**config.mk**
```make
export PLATFORM = sky130hd
export DESIGN_NAME = dff_onboth
export DESIGN_NICKNAME = d
export VERILOG_FILES = /design/src/rtl/dff_onboth_pkg.sv /design/src/rtl/dff_onboth.sv
export SDC_FILE = /design/constraint.sdc
export NUM_CORES = 1
export LEC_CHECK = 0
export CAP_MARGIN = 15
export CORE_AREA = 2 2 39 41
export DETAILED_ROUTE_END_ITERATION = 8
export DIE_AREA = 0 0 41 43
export DONT_BUFFER_PORTS = 1
export RECOVER_POWER = 100
export SLEW_MARGIN = 20
export SYNTH_ARGS = -nofsm -noshare
export SYNTH_HDL_FRONTEND = slang
export SYNTH_SLANG_ARGS = --single-unit
export TNS_END_PERCENT = 5
```
**constraint.sdc**
```tcl
create_clock -name clk -period 1.62 [get_ports clk]
set_clock_uncertainty 0.05 [all_clocks]
set_input_delay 0.324 -clock clk [delete_from_list [all_inputs] [get_ports clk]]
set_output_delay 0.324 -clock clk [all_outputs]
set_load 0.05 [all_outputs]
```
**src/rtl/dff_onboth_pkg.sv**
```systemverilog
// Shared state encoding for the dff_onboth sequencer.
// Kept in a package so neighbouring datapath blocks decode the same values.
package dff_onboth_pkg;

  localparam int STATE_W = 2;

  typedef logic [STATE_W-1:0] state_t;

  localparam state_t IDLE   = 2'd0;
  localparam state_t FIRST  = 2'd1;
  localparam state_t REPEAT = 2'd2;
  localparam state_t EXIT   = 2'd3;

  typedef struct packed {
    logic f;
    logic r;
    logic x;
    logic g;
  } seq_out_t;

  function automatic seq_out_t decode_out(
    input state_t cur,
    input state_t nxt
  );
    seq_out_t o;
    o.f = (nxt == FIRST);
    o.r = (nxt == REPEAT);
    o.x = (nxt == EXIT);
    o.g = (nxt != cur);
    return o;
  endfunction

endpackage

```
**src/rtl/dff_onboth.sv**
```systemverilog
// FIRST/REPEAT/EXIT sequencer with every output held in a flop,
// loaded from next-state logic so outputs move with the state edge.
module dff_onboth
  import dff_onboth_pkg::*;
(
  input  logic clk,
  input  logic rst_n,
  input  logic do_req,
  output logic f,
  output logic r,
  output logic x,
  output logic g
);

  state_t   state;
  state_t   state_nxt;
  seq_out_t out_nxt;

  always_comb begin
    state_nxt = IDLE;
    unique case (1'b1)
      (state == IDLE):   state_nxt = do_req ? FIRST : IDLE;
      (state == FIRST):  state_nxt = REPEAT;
      (state == REPEAT): state_nxt = do_req ? REPEAT : EXIT;
      (state == EXIT):   state_nxt = IDLE;
      default:           state_nxt = IDLE;
    endcase
  end

  assign out_nxt = decode_out(state, state_nxt);

  // Reset is synchronous and lands in IDLE without a transition pulse.
  always_ff @(posedge clk) begin
    if (!rst_n) begin
      state <= IDLE;
      f     <= 1'b0;
      r     <= 1'b0;
      x     <= 1'b0;
      g     <= 1'b0;
    end else begin
      state <= state_nxt;
      f     <= out_nxt.f;
      r     <= out_nxt.r;
      x     <= out_nxt.x;
      g     <= out_nxt.g;
    end
  end

endmodule

```
Yosys cells after proc, flatten, opt, wreduce, memory -nomap -nowiden

Cells that the tools add are included.

Flip-flop bits (word level): 6
Input bits: 3
Logic and storage cells: 15

Equality and inequality tests: 6
Muxes and demuxes: 3
Reduce and logical (&&, ||, !) cells: 1

Operators by type and width:

| kind                                                             | number |
|---|---|
| 2-bit == test (second input constant)                            | 3 |
| 2-bit case mux with 3 select lines                               | 1 |
| 2-bit by 1-bit == test with 1-bit output (second input constant) | 2 |
| 2-bit logical NOT                                                | 1 |
| 1-bit 2-to-1 mux                                                 | 2 |
| 2-bit inequality test                                            | 1 |

Depth between registers and ports, before layout

Depth in word-level cells: 3
Gate-level depth with buffers: 5
Depth with buffers taken out: 5

Least setup slack after synthesis

OpenSTA, ideal clock, no wires.

Path type: register -> register
From: register state[0]
To: register g
Setup time: 120 ps
Arrival: 1,145 ps
Path slack: 306 ps
Stages on the path, launching flop included: 6
Period minus slack after synthesis: 1,314 ps
Cells stage by stage: dfxtp_1 inv_1 ha_1 mux2i_2 nor3_1 o31a_1

Cells in the longest elaborated chain, start to end: 3
Elaborated cells between the ends (all ways): 5
Classes of those cells: eq/ne (3); mux (1); reduce/logical (1)

Ends and longest elaborated chain:

| item                                  | line                 | source |
|---|---|---|
| from (decl)                           | dff_onboth.sv:15     | `state_t state;` |
| from (signal assigned)                | dff_onboth.sv:41     | `state <= state_nxt;` |
| 2-bit == test (tied with other cells) | dff_onboth.sv:24     | `(state == REPEAT): state_nxt = do_req ? REPEAT : EXIT;` |
| 2-bit case mux with 3 select lines    | dff_onboth.sv:21     | `unique case (1'b1)` |
| 2-bit inequality test *               | dff_onboth_pkg.sv:29 | `o.g = (nxt != cur);` |
| to (signal assigned)                  | dff_onboth.sv:45     | `g <= out_nxt.g;` |
| to (decl)                             | dff_onboth.sv:12     | `output logic g` |

Mark *: on every way between the ends. The rest lies on a longest branch, timed or not.
A chain may end at the register's enable or synchronous reset.

Worst setup path after layout

Ends and elaborated chain as after synthesis.

==> impl_results.md <==
* Final Hold Vio Count at 0
* Total power at 0.475 mW
* # rows at 14
* VDD IR-drop max at 0.000332 V
* Maximum Capacitance Violations at 0
* Synth Instances at 22
* Total Nets Final at 33
* Routed Wire Length at 390 um
* Top Ports at 7
* Number of synthesis warnings at 0
* Clock edge transition at the registers on the reported setup and hold paths at 50 ps
* Top delay family on crit path: flip-flops
* Buffers and inverters on the worst path at 1
* CP Data Arrival Time at 1500 ps
* Hold-fix buffers, CTS at 0
* Max clock buf depth at 2
* RR Startpoint: state[0]$_SDFF_PN0_
* Die H at 43 um
* Worst Hold Path EP: g$_SDFF_PN0_
* Hold WC Path Type: in2reg
* Tmin final at 1420 ps
* Flops & latches, synth at 6
* RSZ-0062 raised after global routing: false
* Min-delay src: rst_n
* I/O Buffers at 0
* Critical setup path kind: reg2reg
* Routed via count at 158
* DR iter-0 viols at 1
* Slowest stage delay, CP at 370 ps
* GRT Resource Usage Total at 0.0623
* Global-route wire length before repair at 676 um
* Worst path cell trace: inv_1 > ha_1 > mux2i_2 > nor3_1 > o31a_1
* Critical Path Start Type: register
* Largest net degree at the start of global routing at 6
* H-tree Lvls at 1
* Post-route setup slack at 197 ps
* Starting Density at 0.178
* Cell Area, Synth at ~250 um2
* Post-CTS Setup Inserts at 0
* Relative slew slack at 0.683
* Syn nets at 28
* Place WS at 199 ps
* Routed len/inst at approximately 9.5 um
* Drt pass-1 iters at 2
* Die width at 41 um
* CP max stage cell: dfxtp_1
* Post-route DRC at 0
* Share of cells above drive strength 1 at 0.160
* GR Overflow Total at 0
* Seq/Total Area, Yosys at 0.487
* Status: complete, no violations
* Num CTS Buffers at 3
* Post-route ant nets at 0
* Hold depth at 1
* FF-to-FF End: g$_SDFF_PN0_
* Clk_lat worst skew at 240 ps
* Final setup TNS at 0 ps
* Yosys cell types at 13
* Pwr/cell area at 1640 nW/um2
* Clock sink count at 6
* Max Slew Vio Count at 0
* R2R setup slack at between 150 and 200 ps
* Crit end category: register
* Worst-Margin Slew at about 470 ps
* Worst Path Max Fanout at 4
* ANT cells at 0
* Gpl congestion at 0.695
* Critical path required time at 1690 ps
* Syn_area_per_cell at 11.2 um2
* Vias per cell at 3.85
* Area Growth Syn to Fin at 17.3%
* Vias in the first global route at 169
* LEAKAGE at approximately 0.12 nW
* CTS tree: yes
* R2R cell count at 5
* Initial antenna violation count at 0
* Core area at around 1400 um2
* Total Die Area at 1760 um2
* Fmax at 0.703 GHz
* # resized after CTS at 0
* # setup viols final at 0
* Period utilisation layout at 0.878
* Root Buffer Master: clkbuf_4
synthesized netlist by cell type:
cell | count | area share
dfxtp_1 | 6 | 0.49
ha_1 | 3 | 0.15
and2_1 | 2 | 0.051
inv_1 | 2 | 0.030
and3_1 | 1 | 0.025
mux2i_2 | 1 | 0.056
nor2_1 | 1 | 0.015
nor2b_1 | 1 | 0.025
nor3_1 | 1 | 0.020
nor4b_1 | 1 | 0.036
o21a_1 | 1 | 0.030
o31a_1 | 1 | 0.036
xor2_1 | 1 | 0.036
worst max path at each step:
stage / end / cells after the start / startpoint / slack, ps
global route: g$_SDFF_PN0_ / 5 / state[0]$_SDFF_PN0_ / 120
CTS: g$_SDFF_PN0_ / 5 / state[0]$_SDFF_PN0_ / 190
detailed placement: g$_SDFF_PN0_ / 5 / state[0]$_SDFF_PN0_ / 200
finish: g$_SDFF_PN0_ / 5 / state[0]$_SDFF_PN0_ / 200
global placement: g$_SDFF_PN0_ / 5 / state[0]$_SDFF_PN0_ / 230
floorplan: g$_SDFF_PN0_ / 5 / state[0]$_SDFF_PN0_ / 310
sequential cells by signal, summed over array words and instances (netlist names):
| name | flops |
|---|---|
| r | 1 |
| f | 1 |
| state | 2 |
| x | 1 |
| g | 1 |
through the flow:
stage,instances,hold slack (ps),cell area [um2],utilization
2_1_floorplan,22,396,246,-
3_3_place_gp,38,398,267,0.193
3_5_place_dp,38,399,267,0.193
4_1_cts,41,158,289,0.209
5_1_grt,41,149,289,0.209
6_report,41,167,289,0.209
power breakdown:
part	leakage, nW	internal, mW	switching, mW
Clock	0.0138	0.0836	0.0509
Combinational	0.0617	0.0403	0.0428
Sequential	0.0494	0.176	0.0815
metal layers:
layer / part of all wire / vias to the layer above / wire (um) / track usage
met4: 0 / 0 / 0 / 0.0600
met3: 0.092 / 0 / 36 / 0.0419
li1: - / 81 / - / -
met2: 0.48 / 6 / 186 / 0.0813
met1: 0.43 / 71 / 168 / 0.0613
met5: 0 / - / 0 / 0
final cells by class:
class | instances | area [um2]
Clock buffer | 3 | 22.5
Sequential cell | 6 | 120
Multi-Input combinational cell | 14 | 119
Fill cell | 147 | 1090
Inverter | 2 | 7.51
Tap cell | 16 | 20.0
kinds of logic after synthesis:
logic type,synth area share
AOI/OAI and AO/OA,0.0660
xor gates and xnor gates,0.0355
adders and majority gates,0.152
buffers and inverters,0.0305
DFF,0.487
muxes,0.0558
and+or+nand+nor,0.173
cells in the final DEF (no fill, tap or decap):
cell type  Yosys  final
clkbuf_4       0      3
and2_1         2      1
mux2i_2        1      1
o21a_1         1      1
nor2_1         1      1
nor3_1         1      1
o31a_1         1      1
xor2_1         1      1
and3_1         1      1
inv_1          2      2
ha_1           3      3
nor4b_1        1      1
nor2b_1        1      1
dfxtp_1        6      6
and2_0         0      1
No activity file was read; power rests on OpenSTA's default activity.
